`src/rtl/writeback_stage.sv`:
```
// writeback_stage: final pipeline stage. Writes ALU results one cycle after
// acceptance; for loads it waits for the memory response, extracts and
// extends the addressed byte/half/word, then writes one cycle later.
// Optional feature macro: WB_RETIRE_CNT_EN adds the outRetireCount port.
module writeback_stage (
  input  logic        clk,
  input  logic        reset,
  input  logic        inValid,
  output logic        outReady,
  input  logic        inRegWrite,
  input  logic        inMemOrReg,
  input  logic [4:0]  inDestRegister,
  input  logic [63:0] inAluResult,
  input  logic [2:0]  inLoadType,
  input  logic        inMemRespValid,
  input  logic [63:0] inMemRespData,
  output logic        outMemRespReady,
  output logic        outRegWrite,
  output logic [4:0]  outDestRegister,
  output logic [63:0] outRegData,
  output logic        outStall
`ifdef WB_RETIRE_CNT_EN
  ,
  output logic [63:0] outRetireCount
`endif
);

  typedef enum logic {
    IDLE     = 1'b0,
    WAIT_MEM = 1'b1
  } state_t;

  state_t      state;
  state_t      state_next;
  logic        accept;
  logic        load_accept;
  logic        resp_fire;
  logic [4:0]  pend_rd;
  logic [2:0]  pend_off;
  logic [2:0]  pend_type;
  logic [7:0]  sel_byte;
  logic [15:0] sel_half;
  logic [31:0] sel_word;
  logic [63:0] load_data;

  // State register; reset abandons any pending load.
  always_ff @(posedge clk or posedge reset) begin
    if (reset) begin
      state <= IDLE;
    end else begin
      state <= state_next;
    end
  end

  // Next-state and handshake decode.
  always_comb begin
    state_next      = state;
    outReady        = 1'b0;
    outMemRespReady = 1'b0;
    accept          = 1'b0;
    load_accept     = 1'b0;
    resp_fire       = 1'b0;
    unique case (state)
      IDLE: begin
        outReady = 1'b1;
        accept   = inValid;
        if (inValid && inMemOrReg && inRegWrite) begin
          load_accept = 1'b1;
          state_next  = WAIT_MEM;
        end
      end
      WAIT_MEM: begin
        outMemRespReady = 1'b1;
        if (inMemRespValid) begin
          resp_fire  = 1'b1;
          state_next = IDLE;
        end
      end
      default: state_next = IDLE;
    endcase
  end

  assign outStall = ~outReady;

  // Capture the load's destination, address offset and access type.
  always_ff @(posedge clk or posedge reset) begin
    if (reset) begin
      pend_rd   <= '0;
      pend_off  <= '0;
      pend_type <= '0;
    end else if (load_accept) begin
      pend_rd   <= inDestRegister;
      pend_off  <= inAluResult[2:0];
      pend_type <= inLoadType;
    end
  end

  // Lane selection and sign/zero extension of the response doubleword.
  always_comb begin
    sel_byte  = 8'(inMemRespData >> {pend_off, 3'b000});
    sel_half  = 16'(inMemRespData >> {pend_off[2:1], 4'b0000});
    sel_word  = 32'(inMemRespData >> {pend_off[2], 5'b00000});
    load_data = inMemRespData;
    unique case (pend_type)
      3'b001:  load_data = {{56{sel_byte[7]}}, sel_byte};
      3'b010:  load_data = {{48{sel_half[15]}}, sel_half};
      3'b011:  load_data = {{32{sel_word[31]}}, sel_word};
      3'b100:  load_data = {56'd0, sel_byte};
      3'b101:  load_data = {48'd0, sel_half};
      3'b110:  load_data = {32'd0, sel_word};
      default: load_data = inMemRespData;
    endcase
  end

  // Register-file write port: one-cycle strobe, index/data hold otherwise.
  always_ff @(posedge clk or posedge reset) begin
    if (reset) begin
      outRegWrite     <= 1'b0;
      outDestRegister <= '0;
      outRegData      <= '0;
    end else begin
      outRegWrite <= 1'b0;
      if (resp_fire) begin
        if (pend_rd != 5'd0) begin
          outRegWrite     <= 1'b1;
          outDestRegister <= pend_rd;
          outRegData      <= load_data;
        end
      end else if (accept && !load_accept && inRegWrite &&
                   (inDestRegister != 5'd0)) begin
        outRegWrite     <= 1'b1;
        outDestRegister <= inDestRegister;
        outRegData      <= inAluResult;
      end
    end
  end

`ifdef WB_RETIRE_CNT_EN
  // Retire count: writes as they happen, non-writing instructions at acceptance.
  always_ff @(posedge clk or posedge reset) begin
    if (reset) begin
      outRetireCount <= '0;
    end else begin
      outRetireCount <= outRetireCount + 64'(outRegWrite) +
                        64'(accept && (!inRegWrite || (inDestRegister == 5'd0)));
    end
  end
`endif

endmodule

```
`config.mk`:
```
export PLATFORM = sky130hd
export DESIGN_NAME = writeback_stage
export DESIGN_NICKNAME = d
export VERILOG_FILES = /design/src/rtl/writeback_stage.sv
export SDC_FILE = /design/constraint.sdc
export NUM_CORES = 1
export LEC_CHECK = 0
export ABC_AREA = 0
export BUFFER_PORTS_ARGS = -buffer_cell sky130_fd_sc_hd__clkbuf_2
export CORE_ASPECT_RATIO = 1.2
export CORE_MARGIN = 2
export CORE_UTILIZATION = 51
export DETAILED_ROUTE_END_ITERATION = 6
export PLACE_DENSITY_LB_ADDON = 0.05
export RECOVER_POWER = 50
export SYNTH_ARGS = -nofsm -noshare
export SYNTH_HDL_FRONTEND = slang
export SYNTH_SLANG_ARGS = --single-unit
```
`constraint.sdc`:
```
create_clock -name clk -period 2.35 [get_ports clk]
set_input_delay 0 -clock clk [delete_from_list [all_inputs] [get_ports clk]]
set_output_delay 0 -clock clk [all_outputs]
set_load 0.05 [all_outputs]
```
== Yosys cells after proc, flatten, opt, wreduce, memory -nomap -nowiden ==
Cells that the tools add are included.
Widths: inputs -> output; s select.
Operators by class
  eq/ne operators: 7
  shift operators: 3
  multiplexer cells: 19
  bitwise logic cells: 1
  reductions and logical operators: 10
Operators with widths (number)
  $pmux 64 s6: 1
  $mux 64: 3
  $shr 64x6->16: 1
  $shr 64x6->32: 1
  $shr 64x6->8: 1
  $mux 5: 3
  $mux 1: 11
  $reduce_bool 5->1: 2
  $eq 3x3->1 const B: 3
  $eq 3x2->1 const B: 2
  $logic_and 1x1->1: 5
  $eq 3x1->1 const B: 1
  $ne 2x1->1 const B: 1
  $pmux 1 s2: 1
  $reduce_and 2->1: 1
  $reduce_bool 2->1: 1
  $logic_not 1->1: 1
  $not 1->1: 1
Word-level totals
  flip-flop bits (word level): 82
  bits of input ports: 142
  word-level logic and storage cells: 47

== Depth between registers and ports, before layout ==
  depth in word-level cells: 10
  mapped depth: 8
  depth with buffers taken out: 6

== Worst setup path after synthesis ==
No wires, ideal clock.
  path type: reg-to-reg
  start: reg state, in the netlist outStall
  end: reg outRegData[2]
  arrival time: 1.979 ns
  slack: 0.245 ns
  cell stages (with the launch flop): 6
  buffers on the path: 1
  path through: dfrtp_1 -> nand2_1 -> a21oi_2 -> clkbuf_1 -> nor2_1 -> o32a_1
On the way
  longest elaborated chain between the ends: 7
Ends and longest elaborated chain
  from (decl): line 33  | state_t state;
  from (signal assigned): line 51  | state <= state_next;
  $mux 1: line 63  | unique case (state)
  $logic_not 1->1: line 129  | end else if (accept && !load_accept && inRegWrite &&
  $logic_and 1x1->1 (3 in series): line 129
  $reduce_bool 2->1 (no source line)
  $reduce_and 2->1 (no source line)
  to (signal assigned): line 127  | outRegData <= load_data;
  to (signal assigned): line 133  | outRegData <= inAluResult;
  to (decl): line 20  | output logic [63:0] outRegData,
Several ways; a longest one is shown, not always the timed one.
A chain may end at the register's enable or synchronous reset.

== Worst setup path in the final report ==
  start: in inDestRegister[0]
  end: reg outRegData[22]
On the way
  longest elaborated chain between the ends: 4
Ends and longest elaborated chain
  from (decl): line 12  | input logic [4:0] inDestRegister,
  $reduce_bool 5->1: line 130  | (inDestRegister != 5'd0)) begin
  $logic_and 1x1->1: line 129
  $reduce_bool 2->1 (no source line)
  $reduce_and 2->1 (no source line)
No other way between the ends.

==> results_dict.tcl <==
set metrics [dict create \
    dr.pass1.iters 6 \
    fmax_ghz 0.4509 \
    grt_pass1_wl_um 33610 \
    worstPathArrival_ns 2.43 \
    place_area_um2 7177 \
    synthArstFlopShare 1.000 \
    ys_types 53 \
    std_cell_rows 43 \
    ys_seq_area_frac 0.3457 \
    port_buffers 214 \
    die_h_um 122.2 \
    worst_pin_slew_ns 1.553 \
    tns_ns 0 \
    crit_fanout 35 \
    hold_violations 0 \
    status "finished with violations" \
    clockRootBuffer "clkbuf_16" \
    rsz0062_at_grt "no" \
    maxCapViolCount 1 \
    drt_iter0_drc 663 \
    worstSetupPathType "in2reg" \
    final_nets 1019 \
    start_util 0.5180 \
    worstPathCellList "dlygate4sd3_1 > clkbuf_2 > or4_4 > o21a_2 > nor2_8 > inv_4 > o22ai_1 > o22ai_1" \
    avgRoutedWirePerCell_um 21.26 \
    timing.critical_path.from_type "input pin" \
    synth.net_count 799 \
    yosysMostFrequentCell "dfrtp_1" \
    wl_um 22090 \
    vias 6767 \
    setup_viol 0 \
    dpl.hpwl_um 15590 \
    cts_sinks 82 \
    drcViolationCount 0 \
    grt.overflow.total 0 \
    synth_top_area_share 0.3457 \
    cts_buffers 9 \
    tritoncts "done" \
    critPathRequiredTime_ns 2.56 \
    clkTransAtPathRegs_ns 0.07 \
    grt_usage 0.3479 \
    antenna_found_initial 0 \
    drive_above_1_share 0.2687 \
    min_path_type "in2reg" \
    h-tree-depth 3 \
    synth_flop_cell "dfrtp_1" \
    synth_area_leaders "dfrtp_1 35%, mux2i_1 6.1%, mux4_2 6.1%" \
    cpPeakStageDelay_ns 0.53 \
    ios 215 \
    fillCellCount 1042 \
    ant_nets 0 \
    fin_crit_sh 0.9438 \
    area_growth_pct 29.60 \
    ys_ff_latch 82 \
    coreArea_um2 11460 \
    grt_max_degree 65 \
    yosysWarnings 0 \
    synthTopCellsByCount "82 x dfrtp_1, 65 x a21oi_1, 49 x nand2_1" \
    cp_slowest_cell "dlygate4sd3_1" \
    stdcell_area_um2 7692 \
    clock_path_buffers 2 \
    p_per_area_nw_per_um2 1064 \
    synthesis.area_um2 5936 \
    violations "max-capacitance violations, max-slew violations" \
    slew_violations 38 \
    die_w_um 102.5 \
    fin_crit_ns 2.218 \
    syn_avg_cell_area_um2 9.035 \
    cp_common_cell "o22ai_1" \
    ir_drop_mv 0.6682 \
    cp-end-kind "register" \
    clkLatencyLatePin_ns 0.35 \
    n_antenna_cell 0 \
    netlist_instances 657 \
    p_leak_uw 0.003197 \
    grt_pass1_vias 6251 \
    gp_congestion 0.9130 \
    synth_area_leader_cell "dfrtp_1" \
    viasPerCell 6.513 \
    synth_edf_count 0 \
    dieArea_um2 12520 \
    reg2reg_slack_ns 0.21 \
    fin_skew_ns 0.006066 \
    slew_headroom -0.03655 \
]
-- layer usage --
layer  track usage  share of wire  vias up
met5             0              0        -
met4        0.1508          0.036        0
met3       0.05278          0.084       63
met2        0.5429           0.48      422
met1        0.4780           0.40     3253
li1              -              -     3029
-- power breakdown --
part,total [uW],switching (uW),internal (uW)
Sequential,2240,358,1880
Combinational,4580,3200,1380
Clock,1370,626,745
-- registers in the layout, indices dropped and copies added, names as in the netlist --
| register | flops |
|---|---|
| outRegData | 64 |
| outDestRegister | 5 |
| pend_rd | 5 |
| pend_off | 3 |
| pend_type | 3 |
| outRegWrite | 1 |
| outStall | 1 |
-- kinds of logic after synthesis --
group	share of synthesized area
adder cells (fa/ha/maj)	0.003373
AND/OR/NAND/NOR	0.1244
XOR/XNOR	0.001476
flip-flops	0.3457
AO/OA/AOI/OAI	0.3116
buffers and inverters	0.06746
multiplexers	0.1461
-- area by class of cell --
cell class	instances	area [um^2]	area share
Tap cell	157	196.4	0.02554
Inverter	14	55.05	0.007157
Clock inverter	6	42.54	0.005530
Timing Repair Buffer	277	1595	0.2074
Multi-Input combinational cell	493	3511	0.4564
Sequential cell	82	2053	0.2669
Clock buffer	10	239.0	0.03107
-- worst max-delay path: cells and delay by family --
| family | cells | cell delay [ns] |
|---|---|---|
| and+or+nand+nor | 2 | 0.83 |
| AOI/OAI and AO/OA | 3 | 0.69 |
| buffers and inverters | 3 | 0.89 |
-- path summary, 6_finish.rpt --
path                                                 from  cells after the start                         end
worst max-delay path                    inDestRegister[0]                      8  outRegData[22]$_DFFE_PP0P_
worst min-delay path                       inAluResult[4]                      4   outRegData[4]$_DFFE_PP0P_
worst max register to register    pend_off[2]$_DFFE_PP0P_                      5   outRegData[2]$_DFFE_PP0P_
worst min register to register  outRegData[4]$_DFFE_PP0P_                      2   outRegData[4]$_DFFE_PP0P_
max in group asynchronous                           reset                      3     pend_off[2]$_DFFE_PP0P_
min in group asynchronous                           reset                      3  outRegData[35]$_DFFE_PP0P_
-- per-stage QoR --
step	worst slack (ns)	std cells	power, uW	util	hold slack (ns)
global placement	0.2540	991	6772	0.6263	0.1006
global route	0.06763	1039	8577	0.6713	0.008766
detailed placement	0.2024	991	6843	0.6263	0.1147
finish	0.1321	1039	8186	0.6713	0.006909
floorplan	0.2416	657	5616	-	0.09645
CTS	0.03893	1038	8251	0.6779	0.0004449
-- timing repair --
action / in CTS / in global routing
setup buffers: 0 / 0
setup endpoints to repair: 0 / 16
hold endpoints to repair: 73 / 0
resized for setup: 0 / 1
hold buffers: 31 / 0
-- cell usage in the layout (no fill, tap or decap), types with 16 or more instances in the layout --
cell type,count
o22ai_1,46
dlygate4sd3_1,31
a31oi_1,39
clkbuf_1,71
mux4_2,16
nor2_1,21
a22o_1,33
nand2_1,49
mux2i_1,36
buf_4,27
o21a_1,16
nand4_1,33
dfrtp_1,81
clkbuf_2,143
o21ai_0,34
a21oi_1,64
(Power assumes the default switching activity.)
